`config.mk`:
```
export PLATFORM = sky130hd
export DESIGN_NAME = si_cfg_scheduler
export DESIGN_NICKNAME = d
export VERILOG_FILES = /design/src/rtl/si_cfg_scheduler.sv
export SDC_FILE = /design/constraint.sdc
export NUM_CORES = 1
export LEC_CHECK = 0
export ABC_AREA = 1
export BUFFER_PORTS_ARGS = -buffer_cell sky130_fd_sc_hd__buf_2
export CORE_MARGIN = 3
export CORE_UTILIZATION = 49
export DETAILED_ROUTE_END_ITERATION = 8
export PLACE_DENSITY = 0.77
export SLEW_MARGIN = 10
export SYNTH_ARGS = -nofsm -noshare
export SYNTH_HDL_FRONTEND = slang
export SYNTH_SLANG_ARGS = --single-unit
```
`constraint.sdc`:
```
create_clock -name i_clk -period 1.6 [get_ports i_clk]
set_clock_uncertainty 0.05 [all_clocks]
set_input_delay 0.08 -clock i_clk [delete_from_list [all_inputs] [get_ports i_clk]]
set_output_delay 0.08 -clock i_clk [all_outputs]
set_load 0.1 [all_outputs]
```
`src/rtl/si_cfg_scheduler.sv`:
```
// Sensor clock-config scheduler: qualifies a stable cfg id over several frames,
// then walks its table-ROM sequence through the I2C write engine with per-step retry.
module si_cfg_scheduler #(
  parameter int STABLE_FRAMES = 4,
  parameter int MAX_STEPS     = 8,
  parameter int MAX_RETRY     = 3
) (
  input  logic        i_clk,
  input  logic        i_rst,
  input  logic [4:0]  i_cfg_id,
  input  logic        i_frame_change,
  input  logic        i_force,
  output logic [7:0]  o_tbl_idx,
  input  logic [15:0] i_tbl_data,
  output logic        o_wr_req,
  output logic [7:0]  o_wr_addr,
  output logic [7:0]  o_wr_data,
  input  logic        i_wr_done,
  input  logic        i_wr_nack,
  output logic        o_busy,
  output logic [4:0]  o_applied_id,
  output logic        o_applied_valid,
  output logic        o_error
);

  localparam int CW = $clog2(STABLE_FRAMES + 1);
  localparam int RW = $clog2(MAX_RETRY + 1);
  localparam int SW = 3;

  typedef enum logic [3:0] {
    S_IDLE, S_QUALIFY, S_FETCH, S_LATCH, S_ISSUE, S_WAIT, S_GAP, S_DONE, S_ERROR
  } state_e;

  state_e        state_q, state_d;
  logic [4:0]    cand_q, cand_d;
  logic [CW-1:0] cnt_q, cnt_d;
  logic [SW-1:0] step_q, step_d;
  logic [RW-1:0] retry_q, retry_d;
  logic [RW:0]   retry_inc;

  logic          wr_req_q, wr_req_d;
  logic [7:0]    wr_addr_q, wr_addr_d;
  logic [7:0]    wr_data_q, wr_data_d;
  logic [7:0]    tbl_idx_q, tbl_idx_d;
  logic [4:0]    applied_id_q, applied_id_d;
  logic          applied_vld_q, applied_vld_d;
  logic          error_q, error_d;
  logic          busy_q, busy_d;

  assign retry_inc = {1'b0, retry_q} + 1'b1;

  // State register
  always_ff @(posedge i_clk) begin
    if (i_rst) begin
      state_q       <= S_IDLE;
      cand_q        <= '0;
      cnt_q         <= '0;
      step_q        <= '0;
      retry_q       <= '0;
      wr_req_q      <= 1'b0;
      wr_addr_q     <= '0;
      wr_data_q     <= '0;
      tbl_idx_q     <= '0;
      applied_id_q  <= '0;
      applied_vld_q <= 1'b0;
      error_q       <= 1'b0;
      busy_q        <= 1'b0;
    end else begin
      state_q       <= state_d;
      cand_q        <= cand_d;
      cnt_q         <= cnt_d;
      step_q        <= step_d;
      retry_q       <= retry_d;
      wr_req_q      <= wr_req_d;
      wr_addr_q     <= wr_addr_d;
      wr_data_q     <= wr_data_d;
      tbl_idx_q     <= tbl_idx_d;
      applied_id_q  <= applied_id_d;
      applied_vld_q <= applied_vld_d;
      error_q       <= error_d;
      busy_q        <= busy_d;
    end
  end

  // Next-state and sequencing counters
  always_comb begin
    state_d = state_q;
    cand_d  = cand_q;
    cnt_d   = cnt_q;
    step_d  = step_q;
    retry_d = retry_q;
    unique case (state_q)
      S_IDLE: begin
        if (i_force) begin
          state_d = S_FETCH;
          cand_d  = i_cfg_id;
          step_d  = '0;
          retry_d = '0;
        end else if (!applied_vld_q || i_cfg_id != applied_id_q) begin
          state_d = S_QUALIFY;
          cand_d  = i_cfg_id;
          cnt_d   = '0;
        end
      end
      S_QUALIFY: begin
        if (i_force) begin
          state_d = S_FETCH;
          cand_d  = i_cfg_id;
          step_d  = '0;
          retry_d = '0;
        end else if (applied_vld_q && i_cfg_id == applied_id_q) begin
          state_d = S_IDLE;
        end else if (i_cfg_id != cand_q) begin
          // id moved: restart the stability window, this frame is not counted
          cand_d = i_cfg_id;
          cnt_d  = '0;
        end else if (i_frame_change) begin
          cnt_d = cnt_q + 1'b1;
          if (cnt_q == CW'(STABLE_FRAMES - 1)) begin
            state_d = S_FETCH;
            step_d  = '0;
            retry_d = '0;
          end
        end
      end
      S_FETCH: state_d = S_LATCH;
      S_LATCH: state_d = (i_tbl_data[15:8] == 8'hFF) ? S_DONE : S_ISSUE;
      S_ISSUE: state_d = S_WAIT;
      S_WAIT: begin
        if (i_wr_done) begin
          if (!i_wr_nack) begin
            if (step_q == SW'(MAX_STEPS - 1)) begin
              state_d = S_DONE;
            end else begin
              state_d = S_FETCH;
              step_d  = step_q + 1'b1;
              retry_d = '0;
            end
          end else if (retry_inc < (RW+1)'(MAX_RETRY)) begin
            state_d = S_GAP;
            retry_d = retry_inc[RW-1:0];
          end else begin
            state_d = S_ERROR;
          end
        end
      end
      S_GAP:   state_d = S_ISSUE;
      S_DONE:  state_d = S_IDLE;
      S_ERROR: state_d = S_IDLE;
      default: state_d = S_IDLE;
    endcase
  end

  // Registered outputs derived from the upcoming state
  always_comb begin
    wr_req_d      = (state_d == S_ISSUE) || (state_d == S_WAIT);
    wr_addr_d     = wr_addr_q;
    wr_data_d     = wr_data_q;
    tbl_idx_d     = tbl_idx_q;
    applied_id_d  = applied_id_q;
    applied_vld_d = applied_vld_q;
    error_d       = error_q;
    busy_d        = (state_d != S_IDLE);
    if (state_q == S_LATCH) begin
      wr_addr_d = i_tbl_data[15:8];
      wr_data_d = i_tbl_data[7:0];
    end
    if (state_d == S_FETCH) tbl_idx_d = {cand_d, step_d};
    if (state_q == S_DONE || state_q == S_ERROR) begin
      // an aborted id is still recorded so it is not retried until the id changes
      applied_id_d  = cand_q;
      applied_vld_d = 1'b1;
      error_d       = (state_q == S_ERROR);
    end
  end

  assign o_wr_req        = wr_req_q;
  assign o_wr_addr       = wr_addr_q;
  assign o_wr_data       = wr_data_q;
  assign o_tbl_idx       = tbl_idx_q;
  assign o_applied_id    = applied_id_q;
  assign o_applied_valid = applied_vld_q;
  assign o_error         = error_q;
  assign o_busy          = busy_q;

endmodule
```
==> results.tsv <==
metric	value	unit
status	complete, but fails checks	
failing checks	negative setup slack	
Hold Path End	step_q[0]$_SDFF_PP0_	
first-pass GRT wire length	12.6	mm
die area	6290	um^2
vias per inst	4.96	
Worst Setup Start Kind	flop	
Worst Path Required	1.76	ns
post-layout util	76.3	%
distinct cell type count after synthesis	28	
Die Span Y	79.3	um
DRC viols	0	
DP HPWL	4.96	mm
Avg Cell Area, Syn	6.30	um^2
first drt pass iteration count	4	
Starting DRT DRC Count	181	
Min Hold Slack	0.0894	ns
dpl cells	570	
Worst Max-Slew Pin Slew	0.499	ns
peak supply drop	0.882	mV
Seq/Total Area, Yosys	38.0	%
final slew viol count	0	
Final Hold Vio Count	0	
Fmax	0.577	GHz
Critical Path AT	1.89	ns
post-route insts no fill	611	
global-route usage over all layers	24.8	%
Synth warnings	0	
Cells after Synth	418	
Net Count, Synth	450	
RSZ-0062 raised after global routing	yes	
CORE AREA	5140	um^2
Nets	572	
Max clock buf depth	2	
Pwr Total	4.57	mW
H-tree depth	2	
Hold Path Class	in -> reg	
internal reg-to-reg setup slack	-0.13	ns
Clock transition at path regs	0.10	ns
Post-DRT Antenna Nets	0	
initial antenna violation count	0	
hold depth	2	
synthesized area	2640	um^2
Tcrit/Tclk final	108	%
synth top area cells	dfxtp_1, nand2_1, nor2_1	
Final Critical Period	1.73	ns
GPL Wtd Cong	0.865	
crit path setup slack, layout	-0.132	ns
Area Overhead vs Synth	48.8	%
CP endpoint kind	flop	
initial core utilization	51.3	%
Final Cell Area	3920	um^2
Max Cap Viol	0	
grt ovf	0	
final WL	7.71	mm
WS Path Type	reg -> reg	
IO buf count	59	
worst r2r path cells	12	
CTS tree	done	
TritonCTS Buffers	5	
Yosys top cell by area	dfxtp_1	
pwr dens	1170	nW/um^2
Reg-to-Reg End	o_busy$_SDFF_PP0_	
Synth top area share	38.0	%
Worst slew margin	67.0	%
hold path start	i_rst	
dpl ws	-0.172	ns
maximum number of pins on one net before global-route repair	25	
layout cells sized above 1	36.8	%
worst-skew pair later-pin latency	0.31	ns
most common cell after layout, fill and taps aside	nand2_1	
Root Driver	clkbuf_8	
routed vias	3033	
placed cell areas	3260	um^2
# IOs	60	
final setup TNS	-0.791	ns
#FFs+latches synth	50	
leakage power	1.99	nW
row cnt	26	
Clock Sink Count	50	
# setup viols final	11	
R2R Path Start	retry_q[0]$_SDFFE_PP0P_	
ANT cells	0	
WL/cell	12.6	um
worst-path fanout max	4	
vias in the first global route	2957	
Die W	79.3	um
most frequent cells in the layout	nand2_1, nor2_1, buf_2, inv_1, buf_4	
==> timing repair <==
action / 4_1_cts / 5_1_grt
hold buffers: 16 / 0
gates cloned: 1 / 0
gates resized for setup: 21 / 62
endpoints found under the setup margin: 16 / 27
endpoints found under the hold margin: 16 / 0
pin swaps: 21 / 27
setup buffers: 12 / 5
==> per-layer routing <==
layer	global-route usage (%)	share of wire, %	up-vias
met5	0	0	-
met4	6.87	1.4	0
met3	5.10	6.3	9
met2	44.6	50	97
met1	29.7	42	1370
li1	-	-	1557
==> final cells by class <==
type	instances	area [um^2]
clock buffer	7	96.3
clock inverter	1	8.76
fill	376	1220
inverter	58	225
multi-input combinational	303	1630
sequential	50	1040
tap	70	87.6
timing repair buffer	122	823
==> power by group <==
group	internal [mW]	leakage [nW]	switching, mW	total (mW)
Clock	0.397	0.0544	0.444	0.841
Sequential	1.40	0.418	0.100	1.50
Combinational	0.632	1.52	1.60	2.23
==> worst max-delay path: stages, from the launching register on <==
cell	delay, ns
dfxtp_4	0.39
inv_4	0.04
ha_4	0.15
o21ai_2	0.17
nand2_1	0.11
inv_2	0.08
nor2_2	0.05
nor2_4	0.21
buf_4	0.15
buf_6	0.08
nand2_1	0.05
nand2_1	0.06
nand2_1	0.04
==> synth_stat cells <==
| cell type | instances |
|---|---|
| nand3_1 | 25 |
| o21ai_2 | 1 |
| o21ai_0 | 33 |
| dfxtp_1 | 50 |
| nand3_2 | 2 |
| buf_6 | 1 |
| nor3_4 | 1 |
| inv_1 | 54 |
| nand4_1 | 1 |
| buf_1 | 1 |
| clkbuf_8 | 1 |
| inv_2 | 3 |
| o211ai_1 | 1 |
| ha_1 | 5 |
| o22ai_1 | 1 |
| a21oi_2 | 1 |
| xnor2_1 | 3 |
| a31oi_1 | 1 |
| clkinv_1 | 1 |
| and2_1 | 1 |
| nand2_4 | 1 |
| nor2_1 | 77 |
| nor4_1 | 2 |
| nand2_1 | 122 |
| nor2_4 | 2 |
| clkbuf_1 | 5 |
| nor3_1 | 5 |
| a21oi_1 | 17 |
==> kinds of logic (layout without fill, tap and decap cells) <==
group,after synthesis,count (layout),share of synthesized area (%)
AO/OA/AOI/OAI,55,55,10.9
XOR/XNOR,3,3,0.997
adder cells (fa/ha/maj),5,5,2.37
buffers and inverters,66,188,10.1
flip-flops,50,50,38.0
AND/OR/NAND/NOR,239,240,37.7
==> registers in the layout (all words and copies together), names as in the netlist <==
| name | count |
|---|---|
| o_wr_req | 1 |
| o_wr_data | 8 |
| cnt_q | 3 |
| o_applied_id | 5 |
| o_tbl_idx | 8 |
| retry_q | 2 |
| o_busy | 1 |
| step_q | 3 |
| o_error | 1 |
| o_wr_addr | 8 |
| o_applied_valid | 1 |
| state_q | 4 |
| cand_q | 5 |
==> worst max path at each step <==
| stage | start | endpoint | slack [ns] | depth (start not counted) |
|---|---|---|---|---|
| after CTS | state_q[3]$_SDFF_PP0_ | o_tbl_idx[0]$_SDFFE_PP0N_ | -0.03 | 11 |
| after global placement | retry_q[0]$_SDFFE_PP0P_ | o_tbl_idx[2]$_SDFFE_PP0N_ | -0.08 | 10 |
| after global routing | retry_q[0]$_SDFFE_PP0P_ | o_tbl_idx[6]$_SDFFE_PP0N_ | -0.26 | 11 |
| after floorplan | o_applied_id[2]$_SDFFE_PP0P_ | o_tbl_idx[1]$_SDFFE_PP0N_ | -0.08 | 12 |
| after detailed placement | retry_q[0]$_SDFFE_PP0P_ | o_tbl_idx[2]$_SDFFE_PP0N_ | -0.17 | 10 |
| final | retry_q[0]$_SDFFE_PP0P_ | o_busy$_SDFF_PP0_ | -0.13 | 12 |
Power figures use the tool's default switching activity.
